## src/rtl/rf_write_arbiter_pkg.sv

```systemverilog
// +----------------------------------------------------------------------------+
// | rf_write_arbiter_pkg: shared widths and grant encoding for the RF write   |
// | arbiter.  Revision: 1.0                                                     |
// +----------------------------------------------------------------------------+
`default_nettype none

`ifndef WORD_LEN
`define WORD_LEN 32
`endif
`ifndef REG_FILE_ADDR_LEN
`define REG_FILE_ADDR_LEN 5
`endif
`ifndef REG_FILE_SIZE
`define REG_FILE_SIZE 32
`endif
`ifndef RF_STARVE_LIMIT
`define RF_STARVE_LIMIT 4
`endif

package rf_write_arbiter_pkg;
  localparam int WORD_W          = `WORD_LEN;
  localparam int RF_ADDR_W       = `REG_FILE_ADDR_LEN;
  localparam int RF_SIZE         = `REG_FILE_SIZE;
  localparam int RF_STARVE_LIMIT = `RF_STARVE_LIMIT;

  typedef enum logic [1:0] {
    GNT_NONE = 2'd0,
    GNT_A    = 2'd1,
    GNT_B    = 2'd2
  } grant_e;
endpackage

`default_nettype wire

```

## src/rtl/rf_write_arbiter_scoreboard.sv

```systemverilog
// +----------------------------------------------------------------------------+
// | rf_write_arbiter_scoreboard: busy bits for registers with an outstanding   |
// | multi-cycle write.  Revision: 1.0                                           |
// +----------------------------------------------------------------------------+
`default_nettype none

module rf_scoreboard
  import rf_write_arbiter_pkg::*;
(
  input  logic                 clk,
  input  logic                 rst,
  input  logic                 i_set_en,
  input  logic [RF_ADDR_W-1:0] i_set_idx,
  input  logic                 i_clr_en,
  input  logic [RF_ADDR_W-1:0] i_clr_idx,
  output logic [RF_SIZE-1:0]   o_busy
);

  logic [RF_SIZE-1:0] r_busy;
  logic [RF_SIZE-1:0] w_set_mask;
  logic [RF_SIZE-1:0] w_clr_mask;
  logic [RF_SIZE-1:0] w_busy_next;

  always_comb begin
    w_set_mask = '0;
    w_clr_mask = '0;
    if (i_set_en && (i_set_idx != '0)) w_set_mask[i_set_idx] = 1'b1;
    if (i_clr_en) w_clr_mask[i_clr_idx] = 1'b1;
    // A same-cycle reservation belongs to a newer op, so set overrides clear
    w_busy_next    = (r_busy & ~w_clr_mask) | w_set_mask;
    w_busy_next[0] = 1'b0;
  end

  always_ff @(posedge clk or posedge rst) begin
    if (rst) r_busy <= '0;
    else     r_busy <= w_busy_next;
  end

  assign o_busy = r_busy;

endmodule

`default_nettype wire

```

## src/rtl/rf_write_arbiter.sv

```systemverilog
// +----------------------------------------------------------------------------+
// | rf_write_arbiter: shares the RF write port between WB (A, priority) and a  |
// | multi-cycle unit (B) with a starvation guard.  Revision: 1.0               |
// +----------------------------------------------------------------------------+
`default_nettype none

module rf_write_arbiter
  import rf_write_arbiter_pkg::*;
#(
  parameter int STARVE_LIMIT = RF_STARVE_LIMIT,
  parameter int CNT_W        = 4
) (
  input  logic                 clk,
  input  logic                 rst,
  input  logic                 i_a_valid,
  input  logic [RF_ADDR_W-1:0] i_a_dest,
  input  logic [WORD_W-1:0]    i_a_data,
  output logic                 o_a_ready,
  input  logic                 i_b_valid,
  input  logic [RF_ADDR_W-1:0] i_b_dest,
  input  logic [WORD_W-1:0]    i_b_data,
  output logic                 o_b_ready,
  input  logic                 i_rsv_valid,
  input  logic [RF_ADDR_W-1:0] i_rsv_dest,
  output logic                 o_wr_en,
  output logic [RF_ADDR_W-1:0] o_wr_dest,
  output logic [WORD_W-1:0]    o_wr_data,
  output logic [RF_SIZE-1:0]   o_busy
);

  localparam logic [CNT_W-1:0] c_LIMIT = CNT_W'(STARVE_LIMIT);

  logic [CNT_W-1:0]     r_starve_cnt;
  logic                 r_wr_en;
  logic [RF_ADDR_W-1:0] r_wr_dest;
  logic [WORD_W-1:0]    r_wr_data;

  logic                 w_force;
  logic                 w_a_fire;
  logic                 w_b_fire;
  grant_e               w_grant;
  logic [RF_ADDR_W-1:0] w_win_dest;
  logic [WORD_W-1:0]    w_win_data;

  assign w_force   = (r_starve_cnt == c_LIMIT);
  assign o_a_ready = ~w_force;
  assign o_b_ready = w_force | ~i_a_valid;
  assign w_a_fire  = i_a_valid & o_a_ready;
  assign w_b_fire  = i_b_valid & o_b_ready;

  always_comb begin
    w_grant    = GNT_NONE;
    w_win_dest = r_wr_dest;
    w_win_data = r_wr_data;
    if (w_a_fire) begin
      w_grant    = GNT_A;
      w_win_dest = i_a_dest;
      w_win_data = i_a_data;
    end else if (w_b_fire) begin
      w_grant    = GNT_B;
      w_win_dest = i_b_dest;
      w_win_data = i_b_data;
    end
  end

  // The counter never sits at the limit past a forced cycle since B fires there
  always_ff @(posedge clk or posedge rst) begin
    if (rst) begin
      r_starve_cnt <= '0;
    end else if (!i_b_valid || w_b_fire) begin
      r_starve_cnt <= '0;
    end else if (r_starve_cnt != c_LIMIT) begin
      r_starve_cnt <= r_starve_cnt + 1'b1;
    end
  end

  always_ff @(posedge clk or posedge rst) begin
    if (rst) begin
      r_wr_en   <= 1'b0;
      r_wr_dest <= '0;
      r_wr_data <= '0;
    end else begin
      r_wr_en   <= (w_grant != GNT_NONE) && (w_win_dest != '0);
      r_wr_dest <= w_win_dest;
      r_wr_data <= w_win_data;
    end
  end

  assign o_wr_en   = r_wr_en;
  assign o_wr_dest = r_wr_dest;
  assign o_wr_data = r_wr_data;

  rf_scoreboard u_scoreboard (
    .clk       (clk),
    .rst       (rst),
    .i_set_en  (i_rsv_valid),
    .i_set_idx (i_rsv_dest),
    .i_clr_en  (w_b_fire),
    .i_clr_idx (i_b_dest),
    .o_busy    (o_busy)
  );

endmodule

`default_nettype wire

```

## config.mk

```make
export PLATFORM = sky130hd
export DESIGN_NAME = rf_write_arbiter
export DESIGN_NICKNAME = d
export VERILOG_FILES = /design/src/rtl/rf_write_arbiter_pkg.sv /design/src/rtl/rf_write_arbiter_scoreboard.sv /design/src/rtl/rf_write_arbiter.sv
export SDC_FILE = /design/constraint.sdc
export NUM_CORES = 1
export LEC_CHECK = 0
export BUFFER_PORTS_ARGS = -buffer_cell sky130_fd_sc_hd__buf_2
export CAP_MARGIN = 15
export CORE_MARGIN = 3
export CORE_UTILIZATION = 52
export CTS_CLUSTER_DIAMETER = 80
export CTS_CLUSTER_SIZE = 24
export DETAILED_ROUTE_END_ITERATION = 10
export GPL_ROUTABILITY_DRIVEN = 0
export PLACE_DENSITY = 0.95
export SLEW_MARGIN = 20
export SYNTH_ARGS = -nofsm -noshare
export SYNTH_HDL_FRONTEND = slang
export SYNTH_SLANG_ARGS = --single-unit
export TNS_END_PERCENT = 30
```

## constraint.sdc

```tcl
create_clock -name clk -period 5.8 [get_ports clk]
set_input_delay 0.29 -clock clk [delete_from_list [all_inputs] [get_ports clk]]
set_output_delay 0.29 -clock clk [all_outputs]
set_load 0.02 [all_outputs]
```

### Word level (Yosys, flattened, before mapping)

Cells that the tools add are included.

| word-level totals | value |
|---|---|
| flip-flop bits (word level) | 73 |
| input port bits | 84 |
| output and inout bits | 72 |
| logic and storage cells | 45 |

| cells by class | value |
|---|---|
| add/sub/neg operators | 1 |
| order comparisons | 4 |
| equal/unequal tests | 2 |
| muxes and demuxes | 14 |
| bitwise operators | 8 |
| reductions and logical operators | 11 |

Operators by type and width:

| cell | count |
|---|---|
| 32-bit 2-to-1 mux | 4 |
| 32-bit AND | 1 |
| 32-bit inverter | 1 |
| 32-bit OR | 1 |
| 5-bit by 6-bit less-than comparator with 1-bit output, second input constant | 2 |
| 1-bit demux with 5-bit select | 2 |
| 5-bit by 1-bit greater-or-equal comparator with 1-bit output, second input constant | 2 |
| 5-bit 2-to-1 mux | 2 |
| 5-bit nonzero test | 2 |
| 4-bit 2-to-1 mux | 2 |
| 2-bit nonzero test | 3 |
| 4-bit by 1-bit adder with 4-bit output, second input constant | 1 |
| 4-bit by 3-bit equality test with 1-bit output, second input constant | 1 |
| 1-bit logical AND | 4 |
| 2-bit 2-to-1 mux | 2 |
| 4-bit by 3-bit inequality test with 1-bit output, second input constant | 1 |
| 1-bit AND | 2 |
| 1-bit 2-to-1 mux | 2 |
| 1-bit inverter | 2 |
| 1-bit logical NOT | 1 |
| 1-bit logical OR | 1 |
| 1-bit OR | 1 |

### Logic depth before layout (Yosys ltp)

Gate-level depths: netlist of run 1.

| depth | value |
|---|---|
| word-level depth | 8 |
| depth in mapped cells | 7 |
| mapped depth without buffers | 6 |

### Modules after synthesis

From an unflattened synthesis of run 1, not the netlist that was laid out.

| second synthesis, totals | value |
|---|---|
| cells, all modules | 268 |
| area, all modules | 3687.3 sq um |

By module, submodules not included:

| module | times used | cells each | area each (sq um) | seq. area each (sq um) |
|---|---|---|---|---|
| rf_write_arbiter | 1 | 146 | 2401.1 | 1051.0 |
| rf_scoreboard | 1 | 122 | 1286.2 | 775.7 |

### Worst setup path after synthesis of run 1

Ideal clock, no wire load.

| timing | value |
|---|---|
| path kind | flip-flop to flip-flop |
| from | register r_starve_cnt[0] |
| to | register r_wr_dest[0], in the netlist o_wr_dest[0] |
| library setup time | 0.128 ns |
| arrival time | 1.490 ns |
| slack | 4.182 ns |
| cell stages (with the launch flop) | 8 |
| period minus slack after synthesis | 1.618 ns |
| cell sequence | dfrtp_1 -> inv_1 -> ha_1 -> nand3b_4 -> and2_1 -> buf_4 -> inv_2 -> mux2_1 |

| between the ends | value |
|---|---|
| word-level cells in the longest chain between the ends | 5 |

Ends and longest elaborated chain:

| what | line | RTL |
|---|---|---|
| from (decl) | rf_write_arbiter.sv:33 | `logic [CNT_W-1:0] r_starve_cnt;` |
| from (signal assigned) | rf_write_arbiter.sv:73 | `r_starve_cnt <= r_starve_cnt + 1'b1;` |
| 4-bit by 3-bit equality test with 1-bit output | rf_write_arbiter.sv:45 | `assign w_force = (r_starve_cnt == c_LIMIT);` |
| 1-bit OR | rf_write_arbiter.sv:47 | `assign o_b_ready = w_force \| ~i_a_valid;` |
| via o_b_ready | rf_write_arbiter.sv:22 | `output logic o_b_ready,` |
| 1-bit AND | rf_write_arbiter.sv:49 | `assign w_b_fire = i_b_valid & o_b_ready;` |
| 5-bit 2-to-1 mux | rf_write_arbiter.sv:59 | `end else if (w_b_fire) begin` |
| 5-bit 2-to-1 mux | rf_write_arbiter.sv:55 | `if (w_a_fire) begin` |
| via w_win_dest[0] | rf_write_arbiter.sv:42 | `logic [RF_ADDR_W-1:0] w_win_dest;` |
| to (signal assigned) | rf_write_arbiter.sv:84 | `r_wr_dest <= w_win_dest;` |
| to (decl) | rf_write_arbiter.sv:35 | `logic [RF_ADDR_W-1:0] r_wr_dest;` |

The timed path passes the listed nets, and every way through them passes these cells.
A chain may end at the register's enable or synchronous reset.

### Worst setup path in the final report of run 1

| timing | value |
|---|---|
| from | register r_starve_cnt[0] |
| to | output port o_b_ready |

| between the ends | value |
|---|---|
| word-level cells in the longest chain between the ends | 2 |

Ends and longest elaborated chain:

| what | line |
|---|---|
| 4-bit by 3-bit equality test with 1-bit output | rf_write_arbiter.sv:45 |
| 1-bit OR | rf_write_arbiter.sv:47 |
| to (decl) | rf_write_arbiter.sv:22 |

Every way passes these cells.

==> run_results.csv, run 1 <==
group,metric,value,unit
floorplanning,row_count,29,
pwr,irDropWorstVdd,0.157,mV
synthesis,ys_seq_area_share,50.3,%
timing,hold_viol,0,
timing,finalCriticalPeriod,2.87,ns
setup_path,worstSetupPathType,"reg -> out",
drt,firstDrtPassIters,5,
flow_run,drv_cap,0,
drt,wl_per_cell,16.8,µm
pwr,power_density,288,mW/mm²
setup_path,worst-r2r-setup-slack,3.24,ns
synthesis,yosys_warnings,0,
setup_path,cp.required,5.51,ns
pwr,finalPower,1.32,mW
clocking,cts_buffer_depth,2,
timing,max_slew_margin,40.2,%
drt,vias_per_cell,5.69,
synthesis,syn_inst,363,
floorplanning,ios,156,
placed_design,place_area,0.00440,mm²
floorplanning,die_x,89.6,µm
drt,drtIter0Drc,177,
status,status,"complete, no violations",
setup_path,worstPathArrival,2.58,ns
finish,fin_util,69.8,%
global_route,antenna_found_initial,0,
drt,ant_nets,0,
clocking,post_cts_buffers,0,
clocking,cts_resized,0,
synthesis,synth_area,0.00363,mm²
timing,worst_slew_pin_slew,0.897,ns
timing,fin_crit_sh,49.4,%
placed_design,dp_hpwl,7150,µm
setup_path,cp-start-kind,"register",
global_route,grt_max_degree,74,
finish,final_cell_area,0.00458,mm²
clocking,numCtsBuffers,9,
placed_design,port_buffers,154,
setup_path,endpoint,"o_b_ready",
global_route,grt_usage,25.8,%
floorplanning,initial_core_util,55.3,%
setup_path,cp-end-kind,"output port",
setup_path,path_max_fanout,71,
clocking,cts_root_buffer,"clkbuf_8",
setup_path,startpoint,"r_starve_cnt[0]",
drt,num_vias,3405,
global_route,grt_pass1_wl,15800,µm
timing,maxSlewViolCount,0,
setup_path,worstPathCellList,"inv_1, ha_1, nand3b_4, and2_1, inv_2, buf_2",
synthesis,syn_area_per_cell,10.0,µm²
clocking,cts_tree,"built",
clocking,cts.sinks,73,
synthesis,synth_nets,449,
worst_hold_path,hold_path_class,"in -> async",
finish,fillers,514,
setup_path,worstReg2RegEnd,"r_starve_cnt[1]",
finish,final_nets,586,
synthesis,ys_ff_latch,73,
setup_path,reg2reg_from,"r_starve_cnt[0]",
setup_path,slowest_delay,0.63,ns
floorplanning,dieArea,0.00802,mm²
finish,num_antenna_cells,0,
clocking,hold_buffers,0,
clocking,htree_levels,3,
timing,setup_viol,0,
synthesis,yosysUniqueCellTypes,35,
pwr,power_leakage,2.28,nW
finish,drive_above_1_share,35.8,%
floorplanning,die_h,89.6,µm
timing,fin_skew,0.00761,ns
setup_path,cp_slowest_cell,"and2_1",
timing,rsz0062_at_grt,"false",
global_route,grt_pass1_vias,3328,
setup_path,rr_worst_depth,6,
drt,routed_wl,10100,µm
drt,remaining_drc_errors,0,
floorplanning,core_area,0.00657,mm²
finish,area_growth,26.2,%
global_route,overflow,0,
timing,fin_tns_setup,0,ns
clocking,worst_skew_pair.late_latency,0.34,ns
clocking,path_clk_slew,0.08,ns
timing,max_freq,0.349,GHz
[sequential cells by signal (all words and copies together), names as in the netlist]
register	flops
r_starve_cnt	4
o_wr_dest	5
o_wr_en	1
u_scoreboard.o_busy	31
o_wr_data	32
[cell usage after synthesis, drive strengths merged]
library cell  count  area, µm²
dfrtp            73       1830
nand3            44        220
o21ai            39        195
inv              36        135
mux2i            36        360
o22ai            31        194
a211oi           25        213
buf              17       95.1
clkbuf           15       56.3
a2111oi           6       52.6
nand2             6       22.5
nand2b            5       31.3
nand3b            5       50.1
nor2              4       15.0
or3b              4       35.0
nor2b             3       18.8
ha                2       25.0
nand4             2       12.5
and2              1       6.26
and3              1       6.26
conb              1       3.75
mux2              1       11.3
o211ai            1       7.51
or2               1       6.26
or3               1       6.26
or4               1       7.51
xnor2             1       8.76
xor2              1       8.76
[layout by cell type (no fill, tap or decap), types with 2 or more instances in the layout]
cell type | Yosys | layout
a211oi_1 | 20 | 20
buf_4 | 3 | 4
clkinv_2 | 0 | 4
clkbuf_8 | 0 | 9
nand3b_1 | 4 | 4
inv_2 | 1 | 2
buf_2 | 10 | 154
a211oi_2 | 5 | 5
nand3_1 | 44 | 44
a2111oi_0 | 6 | 6
o21ai_1 | 38 | 38
nor2_1 | 4 | 4
or3b_1 | 4 | 4
o22ai_1 | 31 | 31
nor2b_1 | 3 | 3
mux2i_1 | 36 | 36
dfrtp_1 | 73 | 73
inv_1 | 35 | 34
nand4_1 | 2 | 2
nand2_1 | 6 | 6
ha_1 | 2 | 2
nand2b_1 | 5 | 5
[how the worst min path moves through the flow]
stage	startpoint	to	depth (start not counted)
floorplan	i_a_dest[0]	o_wr_dest[0]	1
global placement	r_starve_cnt[0]	r_starve_cnt[0]	1
detailed placement	r_starve_cnt[0]	r_starve_cnt[0]	1
CTS	i_a_data[29]	o_wr_data[29]	3
global route	i_a_data[24]	o_wr_data[24]	3
finish	rst	u_scoreboard.o_busy[7]	3
[through the flow]
step	std cells	setup WS [ns]	hold slack (ns)
after floorplan	363	3.66	0.422
after global placement	582	3.39	0.465
after detailed placement	582	3.27	0.493
after CTS	598	2.95	0.168
after global routing	598	2.72	0.179
final	598	2.93	0.179
[per-layer routing]
metal	up-vias	global-route usage, %	part of all wire (%)
met5	-	0	0
met4	0	10.6	2.3
met1	1610	33.3	41
met3	24	7.56	8.1
li1	1582	-	-
met2	189	40.8	49
[worst max-delay path: cells and delay by family (launching register included)]
| kind | cells | cell delay [ns] |
|---|---|---|
| buffers and inverters | 3 | 0.37 |
| DFF | 1 | 0.41 |
| and+or+nand+nor | 2 | 1.23 |
| adders and majority gates | 1 | 0.19 |
[final cells by class]
type	instances	area, µm²	share of cell area (%)
Tap cell	93	116	2.54
Timing Repair Buffer	158	801	17.5
Clock buffer	10	128	2.78
Clock inverter	6	58.8	1.28
Inverter	36	135	2.95
Multi-Input combinational cell	222	1520	33.1
Sequential cell	73	1830	39.9
[report_power, final]
| group | switching [mW] | internal [mW] | leakage, nW |
|---|---|---|---|
| clock | 0.189 | 0.197 | 0.0998 |
| sequential | 0.0349 | 0.574 | 0.827 |
| combinational | 0.210 | 0.116 | 1.36 |
[kinds of logic (layout without fill, tap and decap cells)]
kind of cell             after synthesis  after routing  synth area share [%]
AO/OA/AOI/OAI                        102            102                  18.2
AND/OR/NAND/NOR                       78             78                  12.1
flip-flops                            73             73                  50.3
buffers and inverters                 68            210                  7.89
multiplexers                          37             37                  10.2
adder cells (fa/ha/maj)                2              2                 0.689
XOR/XNOR                               2              2                 0.483
other                                  1              1                 0.103
No activity file was read; power rests on OpenSTA's default activity.
==> run 2: changes to the inputs <==
--- a/config.mk
+++ b/config.mk
@@ -5,15 +5,16 @@
 export SDC_FILE = /design/constraint.sdc
 export NUM_CORES = 1
 export LEC_CHECK = 0
+export ABC_AREA = 1
 export BUFFER_PORTS_ARGS = -buffer_cell sky130_fd_sc_hd__buf_2
 export CAP_MARGIN = 15
 export CORE_MARGIN = 3
-export CORE_UTILIZATION = 52
+export CORE_UTILIZATION = 46
 export CTS_CLUSTER_DIAMETER = 80
 export CTS_CLUSTER_SIZE = 24
 export DETAILED_ROUTE_END_ITERATION = 10
 export GPL_ROUTABILITY_DRIVEN = 0
-export PLACE_DENSITY = 0.95
+export PLACE_DENSITY = 0.92
 export SLEW_MARGIN = 20
 export SYNTH_ARGS = -nofsm -noshare
 export SYNTH_HDL_FRONTEND = slang
==> constraint.sdc (replaced) <==
create_clock -name clk -period 2.7 [get_ports clk]
set_input_delay 0.135 -clock clk [delete_from_list [all_inputs] [get_ports clk]]
set_output_delay 0.135 -clock clk [all_outputs]
set_load 0.02 [all_outputs]
==> run 2 against run 1 <==
Critical path depth is 3 higher. Utilization is 4.2 points lower. Routed wire length hardly changed. Via count is 0.62% higher. First-iteration DRC count is 25% higher. Highest routed layer unchanged. Register-to-register slack worse by 2.9 ns.
==> run_results.csv, run 2 <==
group,metric,value,unit
status,status,"complete, no violations",
clocking,cts_buffer_depth,2,
drt,num_vias,3426,
pwr,power_switching_share,33.1,%
floorplanning,initial_core_util,47.8,%
pwr,power_switching,1.01,mW
synthesis,synth_top_cells_by_area,"dfrtp_1, nand2_1, nand3_1",
setup_path,cp_top_family,"buffers and inverters",
drt,routed_wl,10100,µm
pwr,power_leakage,2.33,nW
pwr,p_int,2.05,mW
synthesis,syn_area_per_cell,8.57,µm²
finish,area_growth,37.2,%
clocking,cts_root_buffer,"clkbuf_8",
synthesis,synth_area,0.00327,mm²
worst_hold_path,hold_path_class,"in -> reg",
clocking,cts_resized,0,
setup_path,slowest_delay,0.58,ns
synthesis,synth_edf_count,0,
synthesis,yosysTopAreaCell,"dfrtp_1",
placed_design,dp_hpwl,7150,µm
pwr,combPwrFrac,25.2,%
flow_run,drv_cap,0,
drt,firstDrtPassIters,5,
setup_path,worstPathCellList,"inv_1, ha_1, nand3_4, nand2_4, nand2_2, clkinv_2, nand2_1, nand3_1, dlygate4sd3_1",
drt,vias_per_cell,5.25,
setup_path,cp-end-kind,"register",
global_route,grt_usage,24.8,%
timing,hold_viol,0,
floorplanning,core_area,0.00683,mm²
synthesis,async_reset_ff_share,100,%
global_route,grt_use_met2,41.9,%
setup_path,cp.required,2.92,ns
global_route,grt_pass1_vias,3359,
synthesis,synth_top_area_share,55.9,%
floorplanning,row_count,30,
clocking,htree_levels,3,
finish,largest_register_ffs,32,
clocking,post_cts_buffers,0,
finish,fillers,561,
global_route,antenna_found_initial,0,
finish,final_nets,637,
timing,fin_crit_sh,87.0,%
synthesis,syn_inst,381,
timing,max_freq,0.426,GHz
synthesis,ys_seq_area_share,55.9,%
clocking,path_clk_slew,0.08,ns
finish,final_cell_mix,"buf_2, nand2_1, dfrtp_1",
global_route,grt.busiest_layer,"met2",
clocking,worst_skew_pair.late_latency,0.34,ns
finish,drive_above_1_share,33.5,%
global_route,use_met1,29.2,%
setup_path,path_max_fanout,35,
timing,holdWs,0.0208,ns
pwr,finalPower,3.06,mW
floorplanning,dieArea,0.00815,mm²
drt,drtIter0Drc,222,
global_route,grt_max_degree,74,
setup_path,crit_buf_inv,3,
floorplanning,die_h,90.3,µm
timing,fin_skew,0.0122,ns
timing,maxSlewViolCount,0,
floorplanning,ios,156,
synthesis,yosys_warnings,0,
pwr,clockPowerShare,30.2,%
synthesis,ys.flop_type,"dfrtp_1",
global_route,met3_usage,7.00,%
synthesis,yosysUniqueCellTypes,25,
timing,setup_viol,0,
pwr,irDropWorstVdd,0.460,mV
pwr,seqPwrFrac,44.6,%
synthesis,yosys-top-cells-count,"nand2_1, dfrtp_1, nand3_1",
finish,final_common_cell,"buf_2",
global_route,overflow,0,
setup_path,cp-start-kind,"register",
synthesis,ys_ff_latch,73,
pwr,power_density,683,mW/mm²
clocking,hold_buffers,15,
clocking,cts.sinks,73,
clocking,cts_tree,"built",
synthesis,post-synth-top-count-cell,"nand2_1",
timing,rsz0062_at_grt,"false",
setup_path,worstSetupPathType,"reg -> reg",
setup_path,cp_slowest_cell,"dlygate4sd3_1",
drt,remaining_drc_errors,0,
timing,fin_tns_setup,0,ns
timing,max_slew_margin,60.9,%
drt,ant_nets,0,
drt,wl_per_cell,15.4,µm
finish,num_antenna_cells,0,
timing,worst_slew_pin_slew,0.585,ns
global_route,grt_pass1_wl,16200,µm
timing,finalCriticalPeriod,2.35,ns
clocking,numCtsBuffers,9,
synthesis,synth_nets,467,
setup_path,worstPathArrival,2.57,ns
placed_design,port_buffers,154,
finish,multi_input_comb_area,0.00124,mm²
floorplanning,die_x,90.3,µm
finish,seq_area,0.00183,mm²
-- run 2: layout make-up --
cell class | count | area share [%]
repair buffers | 170 | 21.0
flip-flops and latches | 73 | 40.8
multi-input cells | 263 | 27.8
well taps | 96 | 2.68
clock inverters | 7 | 2.12
inverters | 34 | 2.88
clock buffers | 9 | 2.76
-- run 2: through the flow --
step	instances	utilization (%)	setup WS (ns)	area (µm²)
2_1_floorplan	381	-	0.712	3270
3_3_place_gp	621	60.2	0.876	4110
3_5_place_dp	621	60.2	0.753	4110
4_1_cts	652	65.6	0.447	4480
5_1_grt	652	65.6	0.168	4480
6_report	652	65.6	0.351	4480
-- run 2: path summary, 6_finish.rpt --
check | depth (start not counted) | end | slack [ns] | start
max | 9 | o_wr_data[16] | 0.35 | r_starve_cnt[0]
min | 3 | o_wr_data[20] | 0.02 | i_a_data[20]
max reg2reg | 9 | o_wr_data[16] | 0.35 | r_starve_cnt[0]
min reg2reg | 2 | o_wr_data[25] | 0.48 | o_wr_data[25]
max in group asynchronous | 4 | o_wr_data[28] | 1.98 | rst
min in group asynchronous | 4 | o_wr_data[20] | 0.41 | rst
-- run 2: logic make-up after synthesis --
kind of cell | share of synthesized area (%)
other | 0.115
xor gates and xnor gates | 0.536
buffers and inverters | 5.94
adders and majority gates | 0.766
DFF | 55.9
and+or+nand+nor | 26.7
AOI/OAI and AO/OA | 10.0
-- run 2: power by group through the flow --
stage | combinational [mW] | sequential, mW | clock, mW
finish | 0.770 | 1.36 | 0.924
global route | 0.838 | 1.38 | 0.987
CTS | 0.769 | 1.36 | 0.942
detailed placement | 0.749 | 1.37 | 0
global placement | 0.725 | 1.37 | 0
floorplan | 0.224 | 1.57 | 0
-- run 2: per-layer routing --
layer | wire, µm | part of all wire [%] | up-vias
met2 | 4900 | 49 | 247
met4 | 257 | 2.6 | 0
met1 | 3820 | 38 | 1558
li1 | - | - | 1595
met3 | 1070 | 11 | 26
met5 | 0 | 0 | -
-- run 2: worst register-to-register path, cell delays in order (launching register included) --
cell and delay (ns):
dfrtp_1 0.40, inv_1 0.06, ha_1 0.22, nand3_4 0.11
nand2_4 0.10, nand2_2 0.08, clkinv_2 0.37, nand2_1 0.22
nand3_1 0.10, dlygate4sd3_1 0.58
==> run 3: changes to the inputs <==
==> constraint.sdc (replaced) <==
create_clock -name clk -period 2.53 [get_ports clk]
set_input_delay 0.1265 -clock clk [delete_from_list [all_inputs] [get_ports clk]]
set_output_delay 0.1265 -clock clk [all_outputs]
set_load 0.02 [all_outputs]
==> run 3 against run 2 <==
Critical path depth unchanged. Utilization rose by 1.9 points. Largest cell class unchanged. Largest power group unchanged. Register-to-register slack got worse by 0.15 ns. Global-route usage rose by 0.22 points. Die area did not move. Sequential power rose by 7%. Non-clock buffer count is 15 higher. Worst setup slack got worse by 0.15 ns. Fmax rose by 0.74%.
==> run_results.csv, run 3 (synthesized netlist as in run 2, its figures left out) <==
group,metric,value,unit
setup_path,reg2reg_from,"r_starve_cnt[0]",
drt,firstDrtPassIters,5,
setup_path,worst-r2r-setup-slack,0.20,ns
placed_design,dp_hpwl,7240,µm
pwr,p_int,2.13,mW
worst_hold_path,hold_path_end,"o_wr_data[22]",
floorplanning,core_area,0.00683,mm²
setup_path,cp.required,2.75,ns
setup_path,worstSetupPathType,"reg -> reg",
timing,worst_slew_pin_slew,0.695,ns
pwr,irDropWorstVdd,0.488,mV
clocking,cts_root_buffer,"clkbuf_8",
setup_path,cp_top_family,"buffers and inverters",
clocking,numCtsBuffers,9,
global_route,antenna_found_initial,0,
setup_path,cp_slowest_cell,"dlygate4sd3_1",
setup_path,slowest_delay,0.57,ns
drt,wl_per_cell,15.4,µm
drt,drtIter0Drc,201,
flow_run,drv_cap,0,
worst_hold_path,hold_depth,3,
finish,final_common_cell,"buf_2",
floorplanning,dieArea,0.00815,mm²
drt,vias_per_cell,5.18,
setup_path,path_max_fanout,35,
timing,max_freq,0.429,GHz
timing,rsz0062_at_grt,"false",
timing,fin_tns_setup,0,ns
floorplanning,initial_core_util,47.8,%
setup_path,worstReg2RegEnd,"o_wr_data[19]",
finish,num_antenna_cells,0,
pwr,combPwrFrac,26.6,%
timing,finalCriticalPeriod,2.33,ns
setup_path,crit_buf_inv,3,
pwr,clockPowerShare,28.2,%
setup_path,rr_worst_depth,9,
worst_hold_path,holdCritStartpoint,"i_b_data[22]",
drt,routed_wl,10300,µm
clocking,post_cts_buffers,0,
status,status,"complete, no violations",
finish,final_nets,652,
timing,hold_viol,0,
pwr,power_leakage,2.39,nW
global_route,grt_use_met2,43.2,%
clocking,htree_levels,3,
timing,setup_viol,0,
global_route,grt.busiest_layer,"met2",
clocking,cts_tree,"built",
setup_path,cp-end-kind,"register",
clocking,path_clk_slew,0.08,ns
global_route,use_met1,29.5,%
floorplanning,ios,156,
pwr,power_density,696,mW/mm²
pwr,power_switching_share,33.6,%
finish,largest_register_ffs,32,
clocking,worst_skew_pair.late_latency,0.34,ns
timing,max_slew_margin,53.6,%
drt,num_vias,3458,
pwr,seqPwrFrac,45.2,%
finish,area_growth,41.1,%
worst_hold_path,hold_path_class,"in -> reg",
global_route,grt_pass1_vias,3397,
global_route,grt_max_degree,42,
drt,remaining_drc_errors,0,
pwr,power_switching,1.08,mW
finish,final_cell_mix,"buf_2, nand2_1, dfrtp_1",
setup_path,worstPathArrival,2.55,ns
finish,layout.cells.non_filler,667,
timing,fin_skew,0.0126,ns
setup_path,worstPathCellList,"inv_1, ha_1, nand3_4, nand2_4, nand2_2, clkinv_2, nand2_1, nand3_1, dlygate4sd3_1",
global_route,overflow,0,
finish,drive_above_1_share,32.4,%
global_route,grt_pass1_wl,16500,µm
clocking,cts_buffer_depth,2,
floorplanning,die_x,90.3,µm
placed_design,dp.cells,621,
placed_design,port_buffers,154,
clocking,cts.sinks,73,
setup_path,cp-start-kind,"register",
drt,ant_nets,0,
timing,fin_crit_sh,92.1,%
global_route,met3_usage,6.83,%
timing,maxSlewViolCount,0,
floorplanning,die_h,90.3,µm
floorplanning,row_count,30,
global_route,grt_usage,25.0,%
==> run 3: worst reg2reg max path: stages (launching register included) <==
cell	delay, ns
dfrtp_1	0.39
inv_1	0.06
ha_1	0.23
nand3_4	0.11
nand2_4	0.10
nand2_2	0.08
clkinv_2	0.40
nand2_1	0.19
nand3_1	0.09
dlygate4sd3_1	0.57
==> run 3: cell type report <==
cell class	instances	area, µm²
fill	546	2220
sequential	73	1830
multi-input combinational	263	1240
timing repair buffer	185	1090
clock buffer	11	141
inverter	34	129
tap	96	120
clock inverter	5	55.1
==> run 3: metrics by stage <==
stage | setup WS, ns | hold slack, ns | util [%] | power, mW | cell area (µm²)
after floorplan | 0.550 | 0.246 | - | 1.91 | 3270
after global placement | 0.699 | 0.253 | 60.2 | 2.24 | 4110
after detailed placement | 0.525 | 0.279 | 60.2 | 2.27 | 4110
after CTS | 0.239 | 0.00280 | 67.5 | 3.22 | 4610
after global routing | 0.0214 | 0.0136 | 67.5 | 3.36 | 4610
final | 0.199 | 0.0108 | 67.5 | 3.21 | 4610
==> run 3: metal layers <==
layer,vias up,wire length (µm)
met5,-,0
met4,0,225
met3,22,992
met2,212,5100
met1,1608,3970
li1,1616,-
==> run 3: worst max-delay path by stage <==
stage                               start                 endpoint  slack (ns)  cells past startpoint
final                     r_starve_cnt[0]            o_wr_data[19]        0.20                      9
after global routing      r_starve_cnt[0]            o_wr_data[19]        0.02                      9
after CTS                 r_starve_cnt[0]            o_wr_data[23]        0.24                      9
after detailed placement  r_starve_cnt[0]  u_scoreboard.o_busy[20]        0.53                      9
after global placement    r_starve_cnt[0]   u_scoreboard.o_busy[2]        0.70                      9
after floorplan                       rst             o_wr_data[0]        0.55                      1
==> run 3: repair_timing <==
item	4_1_cts	5_1_grt
hold buffers	30	0
hold endpoints to repair	51	0
gates resized for setup	0	0
==> run 3: power groups by stage <==
| stage | combinational, mW | sequential [mW] | clock, mW |
|---|---|---|---|
| final | 0.853 | 1.45 | 0.905 |
| after global routing | 0.922 | 1.47 | 0.970 |
| after CTS | 0.851 | 1.44 | 0.921 |
| after detailed placement | 0.806 | 1.46 | 0 |
| after global placement | 0.777 | 1.46 | 0 |
| after floorplan | 0.240 | 1.67 | 0 |
